**src/rtl/display_driver_pkg.sv**
```systemverilog
// Shared encodings, segment table and sizing constants for the display driver slice.
package display_driver_pkg;

  typedef enum logic {RX_IDLE, RX_SHIFT} rx_state_t;
  typedef enum logic {CV_IDLE, CV_CONV} cv_state_t;

  localparam int unsigned NUM_DIGITS = 3;
  localparam int unsigned FRAME_LEN  = 8;

  localparam logic [6:0] SEG_BLANK = 7'h00;
  localparam logic [6:0] SEG_TABLE [10] = '{
    7'h3F, 7'h06, 7'h5B, 7'h4F, 7'h66, 7'h6D, 7'h7D, 7'h07, 7'h7F, 7'h6F
  };

  function automatic logic [6:0] seg_of(input logic [3:0] d);
    seg_of = (d < 4'd10) ? SEG_TABLE[d] : SEG_BLANK;
  endfunction

endpackage

```
**src/rtl/display_driver_bin2bcd_seq.sv**
```systemverilog
// 8-bit sequential double-dabble: one add-3/shift iteration per clock, eight in total.
module bin2bcd_seq
  import display_driver_pkg::*;
(
  input  logic       clk,
  input  logic       rst,
  input  logic       start,
  input  logic [7:0] bin,
  output logic       busy,
  output logic       done,
  output logic [3:0] hun,
  output logic [3:0] ten,
  output logic [3:0] one
);

  cv_state_t   state;
  logic [7:0]  bin_sr;
  logic [11:0] bcd;
  logic [11:0] adj;
  logic [11:0] nxt;
  logic [2:0]  iter;

  always_comb begin
    adj = bcd;
    for (int unsigned i = 0; i < NUM_DIGITS; i++) begin
      if (bcd[i*4 +: 4] >= 4'd5)
        adj[i*4 +: 4] = bcd[i*4 +: 4] + 4'd3;
    end
    nxt = {adj[10:0], bin_sr[7]};
  end

  always_ff @(posedge clk or posedge rst) begin
    if (rst) begin
      state  <= CV_IDLE;
      bin_sr <= '0;
      bcd    <= '0;
      iter   <= '0;
      busy   <= 1'b0;
      done   <= 1'b0;
      hun    <= '0;
      ten    <= '0;
      one    <= '0;
    end else begin
      done <= 1'b0;
      case (state)
        CV_IDLE: begin
          if (start) begin
            bin_sr <= bin;
            bcd    <= '0;
            iter   <= '0;
            busy   <= 1'b1;
            state  <= CV_CONV;
          end
        end
        CV_CONV: begin
          bcd    <= nxt;
          bin_sr <= {bin_sr[6:0], 1'b0};
          iter   <= iter + 3'd1;
          if (iter == 3'd7) begin
            hun   <= nxt[11:8];
            ten   <= nxt[7:4];
            one   <= nxt[3:0];
            busy  <= 1'b0;
            done  <= 1'b1;
            state <= CV_IDLE;
          end
        end
        default: state <= CV_IDLE;
      endcase
    end
  end

endmodule

```
**src/rtl/display_driver.sv**
```systemverilog
// Serial frame receiver feeding a BCD converter and a multiplexed 3-digit 7-segment display.
module display_driver
  import display_driver_pkg::*;
#(
  parameter int unsigned REFRESH_DIV = 1000
) (
  input  logic       clk,
  input  logic       rst,
  input  logic       ser_vld,
  input  logic       ser_dat,
  output logic [7:0] byte_out,
  output logic       busy,
  output logic       frame_done,
  output logic       frame_err,
  output logic [6:0] seg,
  output logic [2:0] an
);

  rx_state_t  rx_state;
  logic [7:0] shreg;
  logic [3:0] bit_cnt;
  logic       commit_edge;
  logic       start;
  logic       err_now;
  logic       err_q;
  logic       err_pend;
  logic [3:0] hun, ten, one;
  logic [15:0] ref_cnt;
  logic [1:0]  idx;

  assign commit_edge = (rx_state == RX_SHIFT) && !ser_vld;
  assign start   = commit_edge && (bit_cnt >= 4'(FRAME_LEN)) && !busy;
  assign err_now = commit_edge && !start;

  // A short frame ending on the conversion's final edge would pulse alongside
  // frame_done; its error pulse slips one cycle so the two never overlap.
  assign frame_err = err_pend | (err_q & ~frame_done);

  always_ff @(posedge clk or posedge rst) begin
    if (rst) begin
      rx_state <= RX_IDLE;
      shreg    <= '0;
      bit_cnt  <= '0;
      byte_out <= '0;
      err_q    <= 1'b0;
      err_pend <= 1'b0;
    end else begin
      err_q    <= err_now;
      err_pend <= err_q & frame_done;
      if (ser_vld) begin
        shreg    <= {shreg[6:0], ser_dat};
        bit_cnt  <= (bit_cnt == 4'd15) ? bit_cnt : bit_cnt + 4'd1;
        rx_state <= RX_SHIFT;
      end else if (rx_state == RX_SHIFT) begin
        bit_cnt  <= '0;
        rx_state <= RX_IDLE;
        if (start)
          byte_out <= shreg;
      end
    end
  end

  bin2bcd_seq u_bcd (
    .clk   (clk),
    .rst   (rst),
    .start (start),
    .bin   (shreg),
    .busy  (busy),
    .done  (frame_done),
    .hun   (hun),
    .ten   (ten),
    .one   (one)
  );

  always_ff @(posedge clk or posedge rst) begin
    if (rst) begin
      ref_cnt <= '0;
      idx     <= '0;
      an      <= 3'b001;
      seg     <= SEG_TABLE[0];
    end else begin
      if (ref_cnt == 16'(REFRESH_DIV - 1)) begin
        ref_cnt <= '0;
        idx     <= (idx == 2'd2) ? 2'd0 : idx + 2'd1;
      end else begin
        ref_cnt <= ref_cnt + 16'd1;
      end
      case (idx)
        2'd0: begin
          an  <= 3'b001;
          seg <= seg_of(one);
        end
        2'd1: begin
          an  <= 3'b010;
          seg <= (hun == 4'd0 && ten == 4'd0) ? SEG_BLANK : seg_of(ten);
        end
        default: begin
          an  <= 3'b100;
          seg <= (hun == 4'd0) ? SEG_BLANK : seg_of(hun);
        end
      endcase
    end
  end

endmodule

```
**config.mk**
```make
export PLATFORM = sky130hd
export DESIGN_NAME = display_driver
export DESIGN_NICKNAME = d
export VERILOG_FILES = /design/src/rtl/display_driver_pkg.sv /design/src/rtl/display_driver_bin2bcd_seq.sv /design/src/rtl/display_driver.sv
export SDC_FILE = /design/constraint.sdc
export NUM_CORES = 1
export LEC_CHECK = 0
export CAP_MARGIN = 0
export CORE_MARGIN = 2
export CORE_UTILIZATION = 62
export CTS_BUF_LIST = sky130_fd_sc_hd__clkbuf_4
export CTS_CLUSTER_SIZE = 20
export DETAILED_ROUTE_END_ITERATION = 10
export PLACE_DENSITY = 0.92
export SYNTH_ARGS = -nofsm -noshare
export SYNTH_HDL_FRONTEND = slang
export SYNTH_SLANG_ARGS = --single-unit
```
**constraint.sdc**
```tcl
create_clock -name clk -period 7.5 [get_ports clk]
set_clock_uncertainty 0.1 [all_clocks]
set_input_delay 1.5 -clock clk [delete_from_list [all_inputs] [get_ports clk]]
set_output_delay 1.5 -clock clk [all_outputs]
set_load 0.005 [all_outputs]
```
==> metrics.txt <==
row count 30; placed insts approximately 540; post-DP HPWL between 5000 and 6000 microns; share of cells above drive strength 1 a little under a tenth; mux contribution to synthesized area approximately 6%; setup tns final 0 ps; Critical Path Source Type input pin; area occupied by multi-input gates between 0.0015 and 0.002 sq mm; initial cell density of the core around 64%; largest net degree at the start of global routing 90; clk slew on worst S/H paths about 140 ps; commonest non-fill, non-tap cell in the layout dfrtp_1; antenna violations before repair 0; complex-gate fraction of the synthesized area between 10% and 20%; total CTS buffers 9; NetSw ~0.00060 W; Required @ worst endpoint just under 8000 ps; die height around 88 microns; CTS tree done; max-capacitance violation count 0; Synth Area in Simple Gates between 15 and 20%; Setup Buffers After CTS 0; Synth Cell Area 0.004405 sq mm; synth warn 0; post-DR wirelength/cell 14.26 microns; cells after synthesis between 400 and 500; top cell type's share of synthesized area between 40 and 50%; largest family of logic cells by synthesized area simple AND/OR/NAND/NOR gates; initial drt markers between 150 and 200; share of flip-flops with an asynchronous set or reset 100.0%; vias in the first global route approximately 3,000; CP max FO 20; Synth area leaders dfrtp_1, ha_1, nand2_1; Final Hold Vio Count 0; Relative slew margins a little under a third; antenna cells 0; gr ovfl total 0; Synth Area in XOR/XNOR under 10%; fin area slightly below 0.005 sq mm; DR vias/cell roughly 5.6; Reg power frac between 40% and 50%; # setup viols final 0; Post-Route WL 7872 microns; Pint just under 0.001 W; Core ar. a little under 0.007 sq mm; clock sinks 89; Cell Pwr Density approximately 330 mW/mm^2; Final Wtd Congestion 0.8632; GRT Total Usage ~22%; RSZ-0062 raised after global routing no; post-synthesis register bit count 89; arrival time worst endpoint 3800 ps; Achievable Freq 279.4 MHz; Non-Filler Instances ~550; Mean Syn Cell Area 10.13 sq um; DR DRC count 0; root buf cell clkbuf_4; Final nets 481; Total Die Area 0.007796 sq mm; Synthesized Nets ~470; Final ANT Viol Nets 0; TritonRoute pass-1 iters 4; Layout area overhead 8.975%; FF+latch area between 0.002 and 0.0025 sq mm; die width between 80 and 90 microns; CTS resizes 0; commonest cells after routing, fill and taps aside dfrtp_1, nand2_1, ha_1, o21ai_1, clkdlybuf4s50_1; class of the worst hold path reg -> reg; Worst-Skew Late Latency around 450 ps; top_reg_cell synth dfrtp_1; min Tclk post-route between 3000 and 4000 ps; IO Pins 25; Clk pwr share between 10% and 20%; dpl cell area roughly 0.0047 sq mm; Least-Margin Pin Slew just over 1000 ps; synth unique cells 57; first-pass GRT wire length about 13,000 microns; Comb pwr share 36.4%; Slew Viols, Final 0; leakage power between 2 and 2.5 nW; Synth area leader dfrtp_1; Final period util roughly 48%; register area share after synthesis around half; via count approximately 3,100; CTS H-tree depth 3; fillers a little under 500; Crit. End Element flip-flop; number of synthesized flops with an enable pin 0; hold buffer count at cts 0; CP Class in -> reg; switching share of power about two fifths; Worst Hold Slack between 300 and 400 ps; Synth Area in Adders roughly 7.4%; status completed; Clock Path Buffers 2; worst vdd ir roughly 0.22 mV; IO buf count 24
routing by layer:
metal	track usage (%)	wire, microns	vias up
met1	28.66	3566	1478
met4	11.02	171	0
met5	0	0	-
li1	-	-	1527
met3	3.825	284	17
met2	36.02	3849	69
power groups by stage:
stage,Sequential (W),Clock [W],Combinational (W)
floorplan,0.000697,0,0.000450
global placement,0.000748,0,0.000533
detailed placement,0.000759,0,0.000567
CTS,0.000749,0.000251,0.000570
global route,0.000773,0.000269,0.000646
finish,0.000752,0.000244,0.000571
cells in the mapped netlist, types with 3 or more instances:
| cell | n |
|---|---|
| dfrtp_1 | 82 |
| nand2_1 | 77 |
| ha_1 | 26 |
| o21ai_1 | 25 |
| inv_1 | 23 |
| a21oi_1 | 21 |
| nor2_1 | 17 |
| mux2_2 | 11 |
| o22ai_1 | 11 |
| xnor2_1 | 11 |
| clkbuf_1 | 10 |
| mux2i_1 | 10 |
| nand3_1 | 9 |
| o21ai_0 | 9 |
| dfstp_2 | 7 |
| nand2b_1 | 6 |
| and3_1 | 5 |
| buf_2 | 5 |
| nor3b_1 | 5 |
| o31ai_1 | 5 |
| xor2_1 | 5 |
| nor2b_1 | 4 |
| and2_1 | 3 |
| mux2_1 | 3 |
| nand4_1 | 3 |
| nor3_1 | 3 |
registers in the layout (all words and copies together), names as in the netlist, 4 cells and up:
signal and flops:
seg 7, u_bcd.bin_sr 8, bit_cnt 4, shreg 8, u_bcd.hun 4, u_bcd.ten 4, u_bcd.bcd 12, byte_out 8
ref_cnt 16, u_bcd.one 4
through the flow:
step	power, W	setup slack (ps)	utilization [%]
floorplan	0.001147	3605	-
global placement	0.001281	3635	68.42
detailed placement	0.001326	3446	68.42
CTS	0.001570	3943	70.27
global route	0.001687	3633	70.27
finish	0.001567	3921	70.27
worst max-delay path: stages:
cell	delay, ps
clkdlybuf4s50_1	780
nor2b_1	400
nand3b_1	650
mux2i_1	370
o21ai_1	90
path summary, 6_finish.rpt:
kind | cells after the start | slack, ps | end | startpoint
max in group asynchronous | 3 | 5060 | u_bcd.hun[2]$_DFFE_PP0P_ | rst
min in group asynchronous | 3 | 1590 | u_bcd.done$_DFF_PP0_ | rst
worst max register to register | 2 | 5410 | u_bcd.busy$_DFFE_PP0P_ | u_bcd.state$_DFF_PP0_
worst max-delay path | 5 | 3920 | u_bcd.bin_sr[6]$_DFFE_PP0P_ | ser_vld
worst min-delay path | 1 | 360 | an[0]$_DFF_PP1_ | idx[0]$_DFFE_PP0N_
worst min register to register | 1 | 360 | an[0]$_DFF_PP1_ | idx[0]$_DFFE_PP0N_
final cells by class:
| type | count | share of cell area, % |
|---|---|---|
| flip-flops and latches | 89 | 46.57 |
| multi-input cells | 301 | 41.07 |
| repair buffers | 26 | 5.317 |
| well taps | 96 | 2.502 |
| inverters | 24 | 1.903 |
| clock buffers | 10 | 1.564 |
| clock inverters | 6 | 1.069 |
logic make-up (layout without fill, tap and decap cells):
logic type                 Yosys count  after routing
buffers and inverters               45             66
AOI/OAI and AO/OA                   86             86
DFF                                 89             89
xor gates and xnor gates            16             16
adders and majority gates           26             26
and+or+nand+nor                    149            149
muxes                               24             24
(Power assumes the default switching activity.)
